**src/rtl/qspim_host_if.sv**
```systemverilog
// Wishbone classic slave-side bundle for the QSPI host bridge.
// Combinational grouping only, no latency.
// No backpressure of its own; the bridge stalls the master by withholding ack.
interface qspim_host_if;
  logic        wbs_cyc_i;
  logic        wbs_stb_i;
  logic        wbs_we_i;
  logic [31:0] wbs_adr_i;
  logic [31:0] wbs_dat_i;
  logic [3:0]  wbs_sel_i;
  logic [31:0] wbs_dat_o;
  logic        wbs_ack_o;
  logic        wbs_err_o;

  modport master (
    output wbs_cyc_i, wbs_stb_i, wbs_we_i, wbs_adr_i, wbs_dat_i, wbs_sel_i,
    input  wbs_dat_o, wbs_ack_o, wbs_err_o
  );

  modport slave (
    input  wbs_cyc_i, wbs_stb_i, wbs_we_i, wbs_adr_i, wbs_dat_i, wbs_sel_i,
    output wbs_dat_o, wbs_ack_o, wbs_err_o
  );
endinterface

```
**src/rtl/qspim_host.sv**
```systemverilog
// Wishbone-to-QSPI master: one Wishbone cycle becomes one cmd/addr/[dummy]/data frame.
// Latency: ack at 1 + 2*CLK_DIV*N cycles after accept (N = 18 write, 18+DUMMY_CYC read).
// Backpressure: master is stalled until ack/err; inputs ignored until the frame is done.
// Optional macro QSPIM_SEL_CHK_EN: writes with partial byte enables are rejected with err.
module qspim_host #(
  parameter int         CLK_DIV   = 2,
  parameter int         DUMMY_CYC = 4,
  parameter logic [7:0] CMD_WR    = 8'h02,
  parameter logic [7:0] CMD_RD    = 8'h0B
) (
  input  logic             sys_clk,
  input  logic             reset,
  qspim_host_if.slave      wbs,
  output logic             sclk,
  output logic             ssn,
  output logic [3:0]       sdout,
  output logic             sdout_oen,
  input  logic [3:0]       sdin
);

  typedef enum logic [2:0] {IDLE, CMD, ADR, DUMMY, WDATA, RDATA, DONE} state_t;

  localparam logic [7:0] DIV_LAST   = 8'(CLK_DIV - 1);
  localparam int         DUMMY_L    = (DUMMY_CYC > 0) ? DUMMY_CYC - 1 : 0;
  localparam logic [3:0] DUMMY_LAST = 4'(DUMMY_L);

  state_t      state, state_nxt;
  logic        started;     // ssn low: frame on the wire
  logic        sclk_r;
  logic [7:0]  div_cnt;
  logic [3:0]  nib_cnt;     // SCK period index inside the current state
  logic        we_r;
  logic [31:0] adr_r;
  logic [31:0] dat_r;
  logic [31:0] rd_sh;
  logic [31:0] dat_o_r;
  logic        done_pulse;
  logic        sel_err_r;

  logic        req;
  logic        run;
  logic        tick;
  logic        sck_fall;
  logic        sck_rise;
  logic [7:0]  cmd_byte;
  logic [31:0] adr_sh;
  logic [31:0] dat_sh;

  assign req      = wbs.wbs_cyc_i & wbs.wbs_stb_i;
  // The divider runs while the frame is on the wire and during the ssn-high guard in DONE.
  assign run      = started | (state == DONE);
  assign tick     = run & (div_cnt == DIV_LAST);
  assign sck_fall = tick & sclk_r;
  assign sck_rise = tick & ~sclk_r;
  assign cmd_byte = we_r ? CMD_WR : CMD_RD;
  assign adr_sh   = adr_r << {nib_cnt[2:0], 2'b00};
  assign dat_sh   = dat_r << {nib_cnt[2:0], 2'b00};

  // State register.
  always_ff @(posedge sys_clk) begin
    if (reset) state <= IDLE;
    else       state <= state_nxt;
  end

  // Next-state logic: every phase ends on the SCK fall that closes its last period.
  always_comb begin
    state_nxt = state;
    case (state)
      IDLE:  if (req) state_nxt = CMD;
      CMD: begin
        if (!started && sel_err_r)             state_nxt = DONE;
        else if (sck_fall && nib_cnt == 4'd1)  state_nxt = ADR;
      end
      ADR: begin
        if (sck_fall && nib_cnt == 4'd7)
          state_nxt = we_r ? WDATA : ((DUMMY_CYC == 0) ? RDATA : DUMMY);
      end
      DUMMY: if (sck_fall && nib_cnt == DUMMY_LAST) state_nxt = RDATA;
      WDATA: if (sck_fall && nib_cnt == 4'd7)       state_nxt = DONE;
      RDATA: if (sck_fall && nib_cnt == 4'd7)       state_nxt = DONE;
      DONE:  if (tick && nib_cnt == 4'd1)           state_nxt = IDLE;
      default: state_nxt = IDLE;
    endcase
  end

  // Datapath: request latch, SCK divider, period counter, read shifter.
  always_ff @(posedge sys_clk) begin
    if (reset) begin
      started    <= 1'b0;
      sclk_r     <= 1'b0;
      div_cnt    <= 8'd0;
      nib_cnt    <= 4'd0;
      we_r       <= 1'b0;
      adr_r      <= 32'd0;
      dat_r      <= 32'd0;
      rd_sh      <= 32'd0;
      dat_o_r    <= 32'd0;
      done_pulse <= 1'b0;
      sel_err_r  <= 1'b0;
    end else begin
      done_pulse <= (state != DONE) && (state_nxt == DONE);
      // ssn drops one cycle after accept, so the first CMD cycle stays deselected.
      started    <= (state != IDLE) && (state_nxt != IDLE) && (state_nxt != DONE);

      if (!run || tick) div_cnt <= 8'd0;
      else              div_cnt <= div_cnt + 8'd1;

      if (!started)  sclk_r <= 1'b0;
      else if (tick) sclk_r <= ~sclk_r;

      if (state_nxt != state)                     nib_cnt <= 4'd0;
      else if ((state == DONE) ? tick : sck_fall) nib_cnt <= nib_cnt + 4'd1;

      if (state == IDLE && req) begin
        we_r  <= wbs.wbs_we_i;
        adr_r <= wbs.wbs_adr_i;
        dat_r <= wbs.wbs_dat_i;
`ifdef QSPIM_SEL_CHK_EN
        sel_err_r <= wbs.wbs_we_i && (wbs.wbs_sel_i != 4'hF);
`else
        sel_err_r <= 1'b0;
`endif
      end

      if (state == RDATA && sck_rise)            rd_sh   <= {rd_sh[27:0], sdin};
      if (state == RDATA && state_nxt == DONE)   dat_o_r <= rd_sh;
    end
  end

`ifndef QSPIM_SEL_CHK_EN
  logic unused_sel;
  assign unused_sel = ^wbs.wbs_sel_i;
`endif

  // Outputs: bus pins and Wishbone completion derived from registered state.
  always_comb begin
    ssn           = ~started;
    sclk          = sclk_r;
    sdout         = 4'd0;
    sdout_oen     = 1'b1;
    wbs.wbs_ack_o = done_pulse & ~sel_err_r;
    wbs.wbs_err_o = done_pulse &  sel_err_r;
    if (started) begin
      case (state)
        CMD: begin
          sdout_oen = 1'b0;
          sdout     = nib_cnt[0] ? cmd_byte[3:0] : cmd_byte[7:4];
        end
        ADR: begin
          sdout_oen = 1'b0;
          sdout     = adr_sh[31:28];
        end
        WDATA: begin
          sdout_oen = 1'b0;
          sdout     = dat_sh[31:28];
        end
        default: begin
          sdout_oen = 1'b1;
          sdout     = 4'd0;
        end
      endcase
    end
  end

  assign wbs.wbs_dat_o = dat_o_r;

endmodule

```
**src/flat_wrapper.sv**
```systemverilog
// flat-port wrapper written by rule: the top's interface ports become plain ports
module qspim_host_flat 
#(
  parameter int         CLK_DIV   = 2,
  parameter int         DUMMY_CYC = 4,
  parameter logic [7:0] CMD_WR    = 8'h02,
  parameter logic [7:0] CMD_RD    = 8'h0B
)
  (sys_clk, reset, sclk, ssn, sdout, sdout_oen, sdin, wbs_wbs_cyc_i, wbs_wbs_stb_i, wbs_wbs_we_i, wbs_wbs_adr_i, wbs_wbs_dat_i, wbs_wbs_sel_i, wbs_wbs_dat_o, wbs_wbs_ack_o, wbs_wbs_err_o);
  qspim_host_if wbs_i ();
  input  logic sys_clk;
  input  logic reset;
  output logic sclk;
  output logic ssn;
  output logic [3:0] sdout;
  output logic sdout_oen;
  input  logic [3:0] sdin;
  input wire logic [$bits(wbs_i.wbs_cyc_i)-1:0] wbs_wbs_cyc_i;
  input wire logic [$bits(wbs_i.wbs_stb_i)-1:0] wbs_wbs_stb_i;
  input wire logic [$bits(wbs_i.wbs_we_i)-1:0] wbs_wbs_we_i;
  input wire logic [$bits(wbs_i.wbs_adr_i)-1:0] wbs_wbs_adr_i;
  input wire logic [$bits(wbs_i.wbs_dat_i)-1:0] wbs_wbs_dat_i;
  input wire logic [$bits(wbs_i.wbs_sel_i)-1:0] wbs_wbs_sel_i;
  output wire logic [$bits(wbs_i.wbs_dat_o)-1:0] wbs_wbs_dat_o;
  output wire logic [$bits(wbs_i.wbs_ack_o)-1:0] wbs_wbs_ack_o;
  output wire logic [$bits(wbs_i.wbs_err_o)-1:0] wbs_wbs_err_o;
  assign wbs_i.wbs_cyc_i = wbs_wbs_cyc_i;
  assign wbs_i.wbs_stb_i = wbs_wbs_stb_i;
  assign wbs_i.wbs_we_i = wbs_wbs_we_i;
  assign wbs_i.wbs_adr_i = wbs_wbs_adr_i;
  assign wbs_i.wbs_dat_i = wbs_wbs_dat_i;
  assign wbs_i.wbs_sel_i = wbs_wbs_sel_i;
  assign wbs_wbs_dat_o = wbs_i.wbs_dat_o;
  assign wbs_wbs_ack_o = wbs_i.wbs_ack_o;
  assign wbs_wbs_err_o = wbs_i.wbs_err_o;
  qspim_host #(.CLK_DIV(CLK_DIV), .DUMMY_CYC(DUMMY_CYC), .CMD_WR(CMD_WR), .CMD_RD(CMD_RD)) u_core (.sys_clk(sys_clk), .reset(reset), .wbs(wbs_i), .sclk(sclk), .ssn(ssn), .sdout(sdout), .sdout_oen(sdout_oen), .sdin(sdin));
endmodule
```
**config.mk**
```make
export PLATFORM = sky130hd
export DESIGN_NAME = qspim_host_flat
export DESIGN_NICKNAME = d
export VERILOG_FILES = /design/src/rtl/qspim_host_if.sv /design/src/rtl/qspim_host.sv /design/src/flat_wrapper.sv
export SDC_FILE = /design/constraint.sdc
export NUM_CORES = 1
export LEC_CHECK = 0
export BUFFER_PORTS_ARGS = -buffer_cell sky130_fd_sc_hd__buf_2
export CAP_MARGIN = 10
export CORE_ASPECT_RATIO = 1.25
export CORE_MARGIN = 5
export CORE_UTILIZATION = 35
export DETAILED_ROUTE_END_ITERATION = 7
export MAX_ROUTING_LAYER = met4
export PLACE_DENSITY = 0.66
export SETUP_SLACK_MARGIN = 0.05
export SKIP_CTS_REPAIR_TIMING = 1
export SLEW_MARGIN = 5
export SYNTH_ARGS = -nofsm -noshare
export SYNTH_HDL_FRONTEND = slang
export SYNTH_SLANG_ARGS = --single-unit
export TNS_END_PERCENT = 20
```
**constraint.sdc**
```tcl
create_clock -name sys_clk -period 2.5 [get_ports sys_clk]
set_input_delay 0 -clock sys_clk [delete_from_list [all_inputs] [get_ports sys_clk]]
set_output_delay 0 -clock sys_clk [all_outputs]
set_load 0.02 [all_outputs]
```
==> flow_summary.toml <==
[clock_tree]
cts_tree = "done"
clk_latency_ns = 0.43
cts-root-buf = "clkbuf_16"
cts-htree-levels = 4
cts.sinks = 147
numCtsBuffers = 17
clock_path_buffers = 2
clk_pin_slew_ns = 0.07

[finish]
drive_above_1_share_pct = 29.0
final_nets = 1033
utilization_pct = 48.2
final_area_um2 = 8730
num-fill-cells = 1720
areaGrowthSynthToFinish_pct = 35.4
layout_commonest_cell = "nand2_1"
final_cell_mix = "nand2_1 (241), dfxtp_1 (144), buf_2 (110)"

[global_routing]
grt_max_degree = 65
antenna_found_initial = 0
overflow = 0
grt_pass1_vias = 5454
grt_usage_pct = 16.0
grt_first_pass_wirelength_mm = 27.4

[synth]
async_flop_share_pct = 0
yosysSeqAreaShare_pct = 45.7
ys_ff_latch = 147
syn_area_um2 = 6440
syn_inst = 771
synth_area_per_cell_um2 = 8.36
syn_nets = 852
synth_edf_count = 0
ys.flop_type = "dfxtp_1"
yosysUniqueCellTypes = 66
ys_warn_count = 0

[power_and_ir_drop]
leakage_nw = 3.25
p_per_area_nw_per_um2 = 604
power.total_w = 0.00527
peakVddDrop_v = 0.000464

[worst_setup_path]
reg2regPathDepth = 8
slowest_stage = "or4_4"
critPathKind = "reg2out"
crit_chain = "or3b_4, mux2i_1, a22o_1, or4_4, a21oi_2, buf_4"
crit_path_start_kind = "flop"
critical_path_arrival_ns = 2.45
cp-end-kind = "primary output"
critPathRequiredTime_ns = 2.50
rrSetupSlack_ns = 0.19
slowest_delay_ns = 0.51
crit_fanout = 6

[sta]
skew_ns = 0.0105
rsz0062_at_grt = "yes"
finalSetupViolCount = 0
finalHoldViolCount = 0
slew_headroom_pct = 61.2
fin_crit_ns = 2.45
tightest_slew_ns = 0.583
fin_crit_sh_pct = 98.1
slew_violations = 0
fmax_mhz = 408

[drt]
dr.pass1.iters = 5
wl_mm = 18.0
avgRoutedWirePerCell_um = 15.1
drc = 0
via_per_inst = 4.95
drt_iter0_markers = 385
vias = 5914
drtAntennaViolNets = 0

[die]
dieArea_um2 = 21200
design.portCount = 118
fp.dieW_um = 131
std_cell_rows = 55
die_h_um = 162
start_util_pct = 35.6
core_um2 = 18100

[status]
status = "finished, final reports clean"

[placed_design]
dp_hpwl_mm = 11.6
place.gp.congestion = 0.928
place_area_um2 = 7200
io_buffers = 112

[min_path]
worstHoldPathCells = 4
hp-class = "in2reg"

[job]
max_cap_violations = 0
==> final cells by class <==
| type | count | area, um^2 | area share [%] |
|---|---|---|---|
| flip-flops and latches | 147 | 2950 | 33.8 |
| clock buffers | 18 | 429 | 4.92 |
| multi-input cells | 559 | 3230 | 37.0 |
| clock inverters | 14 | 146 | 1.68 |
| inverters | 6 | 22.5 | 0.258 |
| repair buffers | 221 | 1660 | 19.0 |
| diodes | 1 | 2.50 | 0.0287 |
| well taps | 228 | 285 | 3.27 |
==> power by group <==
part | internal (W) | switching [W]
sequential | 0.00240 | 0.0000315
clock | 0.00140 | 0.00108
combinational | 0.000187 | 0.000179
==> path summary, 6_finish.rpt <==
| path | endpoint | startpoint |
|---|---|---|
| worst max-delay path | sdout[1] | u_core.state[2] |
| worst min-delay path | u_core.dat_r[31] | wbs_wbs_stb_i |
| worst max register to register | u_core.started | u_core.div_cnt[1] |
| worst min register to register | u_core.dat_r[18] | u_core.dat_r[18] |
==> cell usage after synthesis (all sizes together), types with 2 or more instances <==
cell type	count	area [um^2]
nand2	271	1090
dfxtp	147	2940
a21oi	135	788
clkbuf	35	131
buf	23	191
nor2	19	71.3
mux4	9	203
nor3	8	40.0
nand3	7	35.0
and2	6	37.5
and3	6	38.8
inv	6	22.5
nor4	6	37.5
xor2	6	52.6
a211oi	5	37.5
a31oi	5	31.3
nand2b	5	31.3
xnor2	5	43.8
a2111oi	4	78.8
ha	4	50.1
nand3b	4	30.0
o21ai	4	20.0
or2	4	25.0
mux2i	3	30.0
nand4	3	18.8
nor2b	3	18.8
o22ai	3	18.8
or3	3	18.8
and2b	2	15.0
mux2	2	22.5
nor3b	2	15.0
o32ai	2	17.5
==> cell families after synthesis <==
group	share of synthesized area, %
simple gates	25.2
compound gates	17.4
flops	45.7
buf+inv	5.49
mux	3.96
xor+xnor	1.49
fa+ha+maj	0.777
other cells	0.0582
==> flip-flops by register name (all words and copies together) (netlist names) <==
name,count
u_core.div_cnt,8
u_core.adr_r,32
u_core.we_r,1
u_core.sclk,1
u_core.dat_r,32
u_core.rd_sh,32
u_core.state,3
u_core.done_pulse,1
u_core.wbs.wbs_dat_o,32
u_core.started,1
u_core.nib_cnt,4
==> worst max-delay path, delay by kind of cell, from the launching register on <==
| family | cells | cell delay (ns) |
|---|---|---|
| buffers and inverters | 1 | 0.16 |
| AOI/OAI and AO/OA | 2 | 0.37 |
| and+or+nand+nor | 2 | 0.97 |
| DFF | 1 | 0.36 |
| muxes | 1 | 0.16 |
==> metrics by stage <==
| step | std cells | hold WS, ns | worst slack, ns | setup TNS [ns] |
|---|---|---|---|---|
| floorplan | 771 | 0.136 | 0.145 | 0 |
| global placement | 1077 | 0.246 | 0.0766 | 0 |
| detailed placement | 1077 | 0.246 | 0.0366 | 0 |
| CTS | 1109 | -0.200 | -0.247 | -0.285 |
| global route | 1193 | 0.227 | -0.0161 | -0.0161 |
| finish | 1194 | 0.213 | 0.0469 | 0 |
==> metal layers <==
| layer | global-route usage, % | vias up | wire [um] | share of wire (%) |
|---|---|---|---|---|
| met1 | 19.8 | 2741 | 7920 | 44 |
| met4 | 5.05 | 0 | 306 | 1.7 |
| li1 | - | 2959 | - | - |
| met5 | - | - | 0 | 0 |
| met3 | 4.77 | 28 | 891 | 5.0 |
| met2 | 25.2 | 186 | 8880 | 49 |
Note: power is estimated with default switching activity, not from simulation.
